**config.mk**
```make
export PLATFORM = sky130hd
export DESIGN_NAME = fir_sched
export DESIGN_NICKNAME = d
export VERILOG_FILES = /design/src/rtl/fir_sched.sv
export SDC_FILE = /design/constraint.sdc
export NUM_CORES = 1
export LEC_CHECK = 0
export BUFFER_PORTS_ARGS = -buffer_cell sky130_fd_sc_hd__buf_2
export CAP_MARGIN = 20
export CORE_ASPECT_RATIO = 1.4
export CORE_MARGIN = 1.5
export CORE_UTILIZATION = 62
export DETAILED_ROUTE_END_ITERATION = 16
export PLACE_DENSITY_LB_ADDON = 0.15
export SYNTH_ARGS = -nofsm -noshare
export SYNTH_HDL_FRONTEND = slang
export SYNTH_SLANG_ARGS = --single-unit
```
**constraint.sdc**
```tcl
create_clock -name clk -period 4.05 [get_ports clk]
set_input_delay 0.2025 -clock clk [delete_from_list [all_inputs] [get_ports clk]]
set_output_delay 0.2025 -clock clk [all_outputs]
set_load 0.1 [all_outputs]
```
**src/rtl/fir_sched.sv**
```systemverilog
// rtl/fir_sched.sv - two-channel round-robin scheduler feeding a shared FIR engine
// Purpose: accepts samples from two channels and keeps a TAPS-deep history per
//   channel. For each granted sample it loads that channel's history into the
//   engine data memory, starts the engine, waits out its busy period and
//   presents the result.
// Ports:
//   clk, rst                      clock, asynchronous active-low reset
//   in_valid/in_ready[1:0]        per-channel sample handshake
//   in_data0, in_data1            channel samples
//   eng_ctrl[1:0]                 engine start (bit0) / clear (bit1) pulses
//   eng_we, eng_addr, eng_din     engine data-memory write port
//   eng_bsy, eng_dout             engine busy flag and result
//   out_valid/out_ready           result handshake
//   out_data, out_ch, out_err     result word, source channel, watchdog flag
// Macro FIR_SCHED_TIMEOUT_EN adds a watchdog that clears a hung engine.
module fir_sched #(
  parameter int DW     = 16,
  parameter int TAPS   = 8,
  parameter int TO_CYC = 255
) (
  input  logic                    clk,
  input  logic                    rst,
  input  logic [1:0]              in_valid,
  input  logic [DW-1:0]           in_data0,
  input  logic [DW-1:0]           in_data1,
  output logic [1:0]              in_ready,
  output logic [1:0]              eng_ctrl,
  output logic                    eng_we,
  output logic [$clog2(TAPS)-1:0] eng_addr,
  output logic [DW-1:0]           eng_din,
  input  logic                    eng_bsy,
  input  logic [DW-1:0]           eng_dout,
  output logic                    out_valid,
  input  logic                    out_ready,
  output logic [DW-1:0]           out_data,
  output logic                    out_ch,
  output logic                    out_err
);
  localparam int AW = $clog2(TAPS);
  localparam logic [AW-1:0] LAST = AW'(TAPS - 1);

  // CLEAR is only reachable when the watchdog is built in.
  typedef enum logic [2:0] {
    IDLE, GRANT, LOAD, START, WAIT_HI, WAIT_LO, RESULT, CLEAR
  } state_t;

  state_t          state_q, state_d;
  logic            last_q;
  logic            win_q;
  logic [AW-1:0]   cnt_q;
  logic [DW-1:0]   res_q;
  logic [DW-1:0]   hist_q [2][TAPS];
  logic            grant_ok;
  logic            grant_ch;
  logic            timeout;

  // Arbitration is resolved in GRANT from the requests present that cycle;
  // if both are valid the channel that did not win last time goes first.
  assign grant_ok = (state_q == GRANT) && (in_valid != 2'b00);
  assign grant_ch = (in_valid == 2'b11) ? ~last_q : in_valid[1];

`ifdef FIR_SCHED_TIMEOUT_EN
  localparam int TW = $clog2(TO_CYC + 1);
  logic [TW-1:0] wd_q;
  logic          err_q;

  assign timeout = (wd_q == TW'(TO_CYC));

  always_ff @(posedge clk or negedge rst) begin
    if (!rst) begin
      wd_q  <= '0;
      err_q <= 1'b0;
    end else begin
      if (state_q == START) begin
        wd_q <= '0;
      end else if (state_q == WAIT_HI || state_q == WAIT_LO) begin
        wd_q <= wd_q + 1'b1;
      end
      if (grant_ok) begin
        err_q <= 1'b0;
      end else if (state_q == CLEAR) begin
        err_q <= 1'b1;
      end
    end
  end

  assign out_err = err_q;
`else
  logic unused_to_cyc;
  assign unused_to_cyc = (TO_CYC == 0);
  assign timeout       = 1'b0;
  assign out_err       = 1'b0;
`endif

  always_ff @(posedge clk or negedge rst) begin
    if (!rst) begin
      state_q <= IDLE;
    end else begin
      state_q <= state_d;
    end
  end

  always_comb begin
    state_d = state_q;
    case (state_q)
      IDLE:    if (in_valid != 2'b00) state_d = GRANT;
      GRANT:   state_d = grant_ok ? LOAD : IDLE;
      LOAD:    if (cnt_q == LAST) state_d = START;
      START:   state_d = WAIT_HI;
      WAIT_HI: begin
        if (timeout)      state_d = CLEAR;
        else if (eng_bsy) state_d = WAIT_LO;
      end
      WAIT_LO: begin
        if (timeout)       state_d = CLEAR;
        else if (!eng_bsy) state_d = RESULT;
      end
      CLEAR:   state_d = RESULT;
      RESULT:  if (out_ready) state_d = IDLE;
      default: state_d = IDLE;
    endcase
  end

  always_comb begin
    in_ready  = 2'b00;
    eng_ctrl  = 2'b00;
    eng_we    = 1'b0;
    eng_addr  = '0;
    eng_din   = '0;
    out_valid = 1'b0;
    case (state_q)
      GRANT:  if (grant_ok) in_ready[grant_ch] = 1'b1;
      LOAD: begin
        eng_we   = 1'b1;
        eng_addr = cnt_q;
        eng_din  = hist_q[win_q][cnt_q];
      end
      START:  eng_ctrl = 2'b01;
      CLEAR:  eng_ctrl = 2'b10;
      RESULT: out_valid = 1'b1;
      default: ;
    endcase
  end

  always_ff @(posedge clk or negedge rst) begin
    if (!rst) begin
      last_q <= 1'b1;
      win_q  <= 1'b0;
      cnt_q  <= '0;
      res_q  <= '0;
      for (int c = 0; c < 2; c++) begin
        for (int k = 0; k < TAPS; k++) begin
          hist_q[c][k] <= '0;
        end
      end
    end else begin
      if (grant_ok) begin
        win_q  <= grant_ch;
        last_q <= grant_ch;
        for (int k = TAPS - 1; k > 0; k--) begin
          hist_q[grant_ch][k] <= hist_q[grant_ch][k-1];
        end
        hist_q[grant_ch][0] <= grant_ch ? in_data1 : in_data0;
      end
      if (state_q == LOAD) begin
        cnt_q <= (cnt_q == LAST) ? '0 : cnt_q + 1'b1;
      end
      if (state_q == WAIT_LO && !eng_bsy && !timeout) begin
        res_q <= eng_dout;
      end else if (state_q == CLEAR) begin
        res_q <= '0;
      end
    end
  end

  assign out_data = res_q;
  assign out_ch   = win_q;

endmodule

```
==> out/qor.txt <==
Starting DRT DRC Count -> 390
TritonRoute pass-1 iters -> 4
CP required -> 3.85 ns
Synth cell types -> 41
crit path launch type -> flip-flop
# Post-CTS Setup Buffers -> 0
Max rail drop VDD -> 0.414 mV
critical path class -> reg2out
depth of the worst register-to-register path -> 4
commonest register cell after synthesis -> dfrtp_1
largest net degree at the start of global routing -> 131
Worst setup EP type -> output port
Die Wd -> 124 um
antenna violations before repair -> 0
commonest cells in the netlist -> 279 x dfrtp_1, 159 x mux2_2, 90 x mux2_1
die height -> 172 um
GPL Wtd Cong -> 0.754
post-route minimum period -> 3.51 ns
synthesis-stage register bit count -> 280
# diodes -> 0
CTS tree -> yes
Synth top area share -> 55.0%
hold_ws -> 0.0824 ns
Critical Path Max Stage Delay -> 0.69 ns
Post-synth ARST share -> 100%
CTS Buf Count -> 27
H-tree depth -> 1
Ports -> 97
relative slew slack -> 34.3%
first-pass GRT wire length -> 40.9 mm
Max clock buf depth -> 3
post-detail-place hpwl -> 15.4 mm
Post-Syn Nets -> 855
EDFF count, synth -> 0
dpl cell area -> 0.0133 mm2
slowest cell on the critical path -> nor3_4
Lkg Pwr -> 7.28 nW
hold_sp -> in_valid[1]
Max Freq -> 0.285 GHz
Clock Sinks -> 280
Initial Util -> 63.5%
final WL -> 25.1 mm
Routed Antenna Nets -> 0
syn avg cell area -> 15.9 um2
flop-to-flop setup slack -> 1.53 ns
FF-to-FF End -> hist_q[236]
clock latency on the worst-skew pair -> 0.53 ns
vias in the first global route -> 7944
total congestion overflow -> 0
cell area after layout -> 0.0146 mm2
Tcrit/Tclk final -> 86.6%
Via Count -> 7321
Finished Core Util -> 73.2%
routed wire length per instance -> 21.0 um
setup violators final -> 0
Filler cells -> 1249
RSZ-0062 raised after global routing -> false
WHS Endpoint -> out_ch
run status -> finished, final reports clean
CTS root buf -> clkbuf_16
most frequent cell after synthesis -> dfrtp_1
CP Cell Sequence -> or3b_1, nor3_4, a22oi_1, nand3_1, buf_2
FP Rows -> 61
synthesis-to-layout area growth -> 15.4%
Post-Syn Instances -> 799
worst reg2reg startpoint -> state_q[1]
layout cells sized above 1 -> 39.7%
buffer and inverter count on the worst path -> 1
maximum fanout along the worst path -> 14
Slew @ Worst Pin -> 0.982 ns
TNS Setup -> 0 ns
Core ar. -> 0.0200 mm2
Port Buffers -> 95
Final Max Tran Viols -> 0
top post-synthesis cells by area -> dfrtp_1 55%, mux2_2 14%, mux4_2 8.9%
Fin Clk Skew -> 0.0172 ns
PD cells -> 689 mW/mm2
die area -> 0.0213 mm2
routed vias/inst -> 6.12
worst hold-check path type -> in2reg
register area share after synthesis -> 55.2%
Final Hold Viols -> 0
# nets final -> 983
clock slew at reported path FFs -> 0.06 ns
Arrival @ worst endpoint -> 3.30 ns
area leader, netlist -> dfrtp_1
GRT Util Overall -> 24.8%
residual DRC count -> 0
max-cap viol count -> 0
cell area after synthesis -> 0.0127 mm2
Ys Warns -> 0
Top Family by Delay on Critical Path -> simple AND/OR/NAND/NOR gates
Min-Delay Path Depth -> 4
## worst max path at each step
stage | slack, ns | from | cells past startpoint | to
4_1_cts | 0.51 | state_q[1] | 5 | eng_din[12]
3_3_place_gp | 1.25 | state_q[1] | 5 | eng_din[12]
6_report | 0.54 | state_q[1] | 5 | eng_din[12]
3_5_place_dp | 1.11 | state_q[1] | 5 | eng_din[12]
2_1_floorplan | 0.47 | out_ch | 8 | eng_din[0]
5_1_grt | 0.40 | state_q[1] | 5 | eng_din[6]
## where the power goes
part / leakage [nW] / internal [mW] / switching [mW]
Combinational: 3.09 / 1.41 / 1.89
Clock: 0.422 / 1.46 / 1.02
Sequential: 3.77 / 3.51 / 0.789
Total: 7.28 / 6.38 / 3.70
## sequential cells by signal, summed over array words and instances (netlist names), named ones only
signal,count
cnt_q,3
out_data,16
out_ch,1
hist_q,256
state_q,2
last_q,1
## layout make-up
type / count / area [um2] / area share, %
Sequential cell: 280 / 7020 / 47.9
Multi-Input combinational cell: 454 / 5290 / 36.1
Timing Repair Buffer: 159 / 1130 / 7.74
Clock buffer: 41 / 788 / 5.38
Tap cell: 252 / 315 / 2.15
Clock inverter: 6 / 85.1 / 0.581
Inverter: 5 / 18.8 / 0.128
## tightest hold or removal path, stage by stage
cell and delay, ns:
buf_2 0.14, o21ai_0 0.11, nand2_1 0.07, nand2_1 0.05
## cell usage in the layout (no fill, tap or decap), types with 2 or more instances in the layout
| cell | synthesis | layout |
|---|---|---|
| a21oi_1 | 2 | 2 |
| a22o_1 | 17 | 17 |
| a22oi_1 | 13 | 13 |
| a31oi_1 | 2 | 2 |
| and2_1 | 2 | 2 |
| and3_1 | 3 | 3 |
| buf_12 | 0 | 3 |
| buf_2 | 30 | 94 |
| buf_4 | 13 | 9 |
| bufinv_16 | 0 | 2 |
| clkbuf_1 | 5 | 8 |
| clkbuf_16 | 0 | 27 |
| clkbuf_8 | 0 | 6 |
| clkinv_2 | 0 | 2 |
| clkinvlp_4 | 0 | 2 |
| dfrtp_1 | 279 | 277 |
| dfrtp_4 | 0 | 2 |
| dlygate4sd3_1 | 0 | 52 |
| ha_1 | 2 | 2 |
| inv_1 | 4 | 4 |
| mux2_1 | 90 | 90 |
| mux2_2 | 159 | 159 |
| mux2_4 | 8 | 8 |
| mux2i_1 | 5 | 5 |
| mux4_1 | 12 | 12 |
| mux4_2 | 50 | 50 |
| nand2_1 | 12 | 12 |
| nand2b_1 | 4 | 4 |
| nand3_1 | 45 | 43 |
| nand3_4 | 0 | 2 |
| nor2_1 | 7 | 7 |
| nor3_4 | 3 | 3 |
| o2111ai_1 | 2 | 2 |
| o21ai_0 | 3 | 3 |
| o22ai_1 | 2 | 2 |
## logic make-up (layout without fill, tap and decap cells)
family          count (synthesis)  after routing  share of synthesized area (%)
compound gates                 46             46                           2.83
simple gates                   81             81                           3.58
mux                           324            324                           34.8
other cells                     1              1                         0.0296
buf+inv                        65            211                           3.34
flops                         280            280                           55.2
fa+ha+maj                       2              2                          0.197
## repair_timing
item,in CTS,in global routing
setup endpoints to repair,0,0
gates resized for setup,0,0
hold endpoints to repair,160,0
hold buffers,52,0
## metal layers
metal | share of wire [%] | vias up | global-route usage (%)
met1 | 44 | 3856 | 33.9
li1 | - | 3273 | -
met4 | 1.7 | 0 | 6.08
met2 | 50 | 160 | 42.3
met3 | 4.1 | 32 | 3.56
met5 | 0 | - | 0
## stage by stage
stage	setup WS [ns]	total power [mW]	instances
after floorplan	0.472	6.84	799
after global placement	1.25	7.46	1098
after detailed placement	1.11	7.61	1098
after CTS	0.515	10.2	1197
after global routing	0.399	10.6	1197
final	0.544	10.1	1197
(Power assumes the default switching activity.)
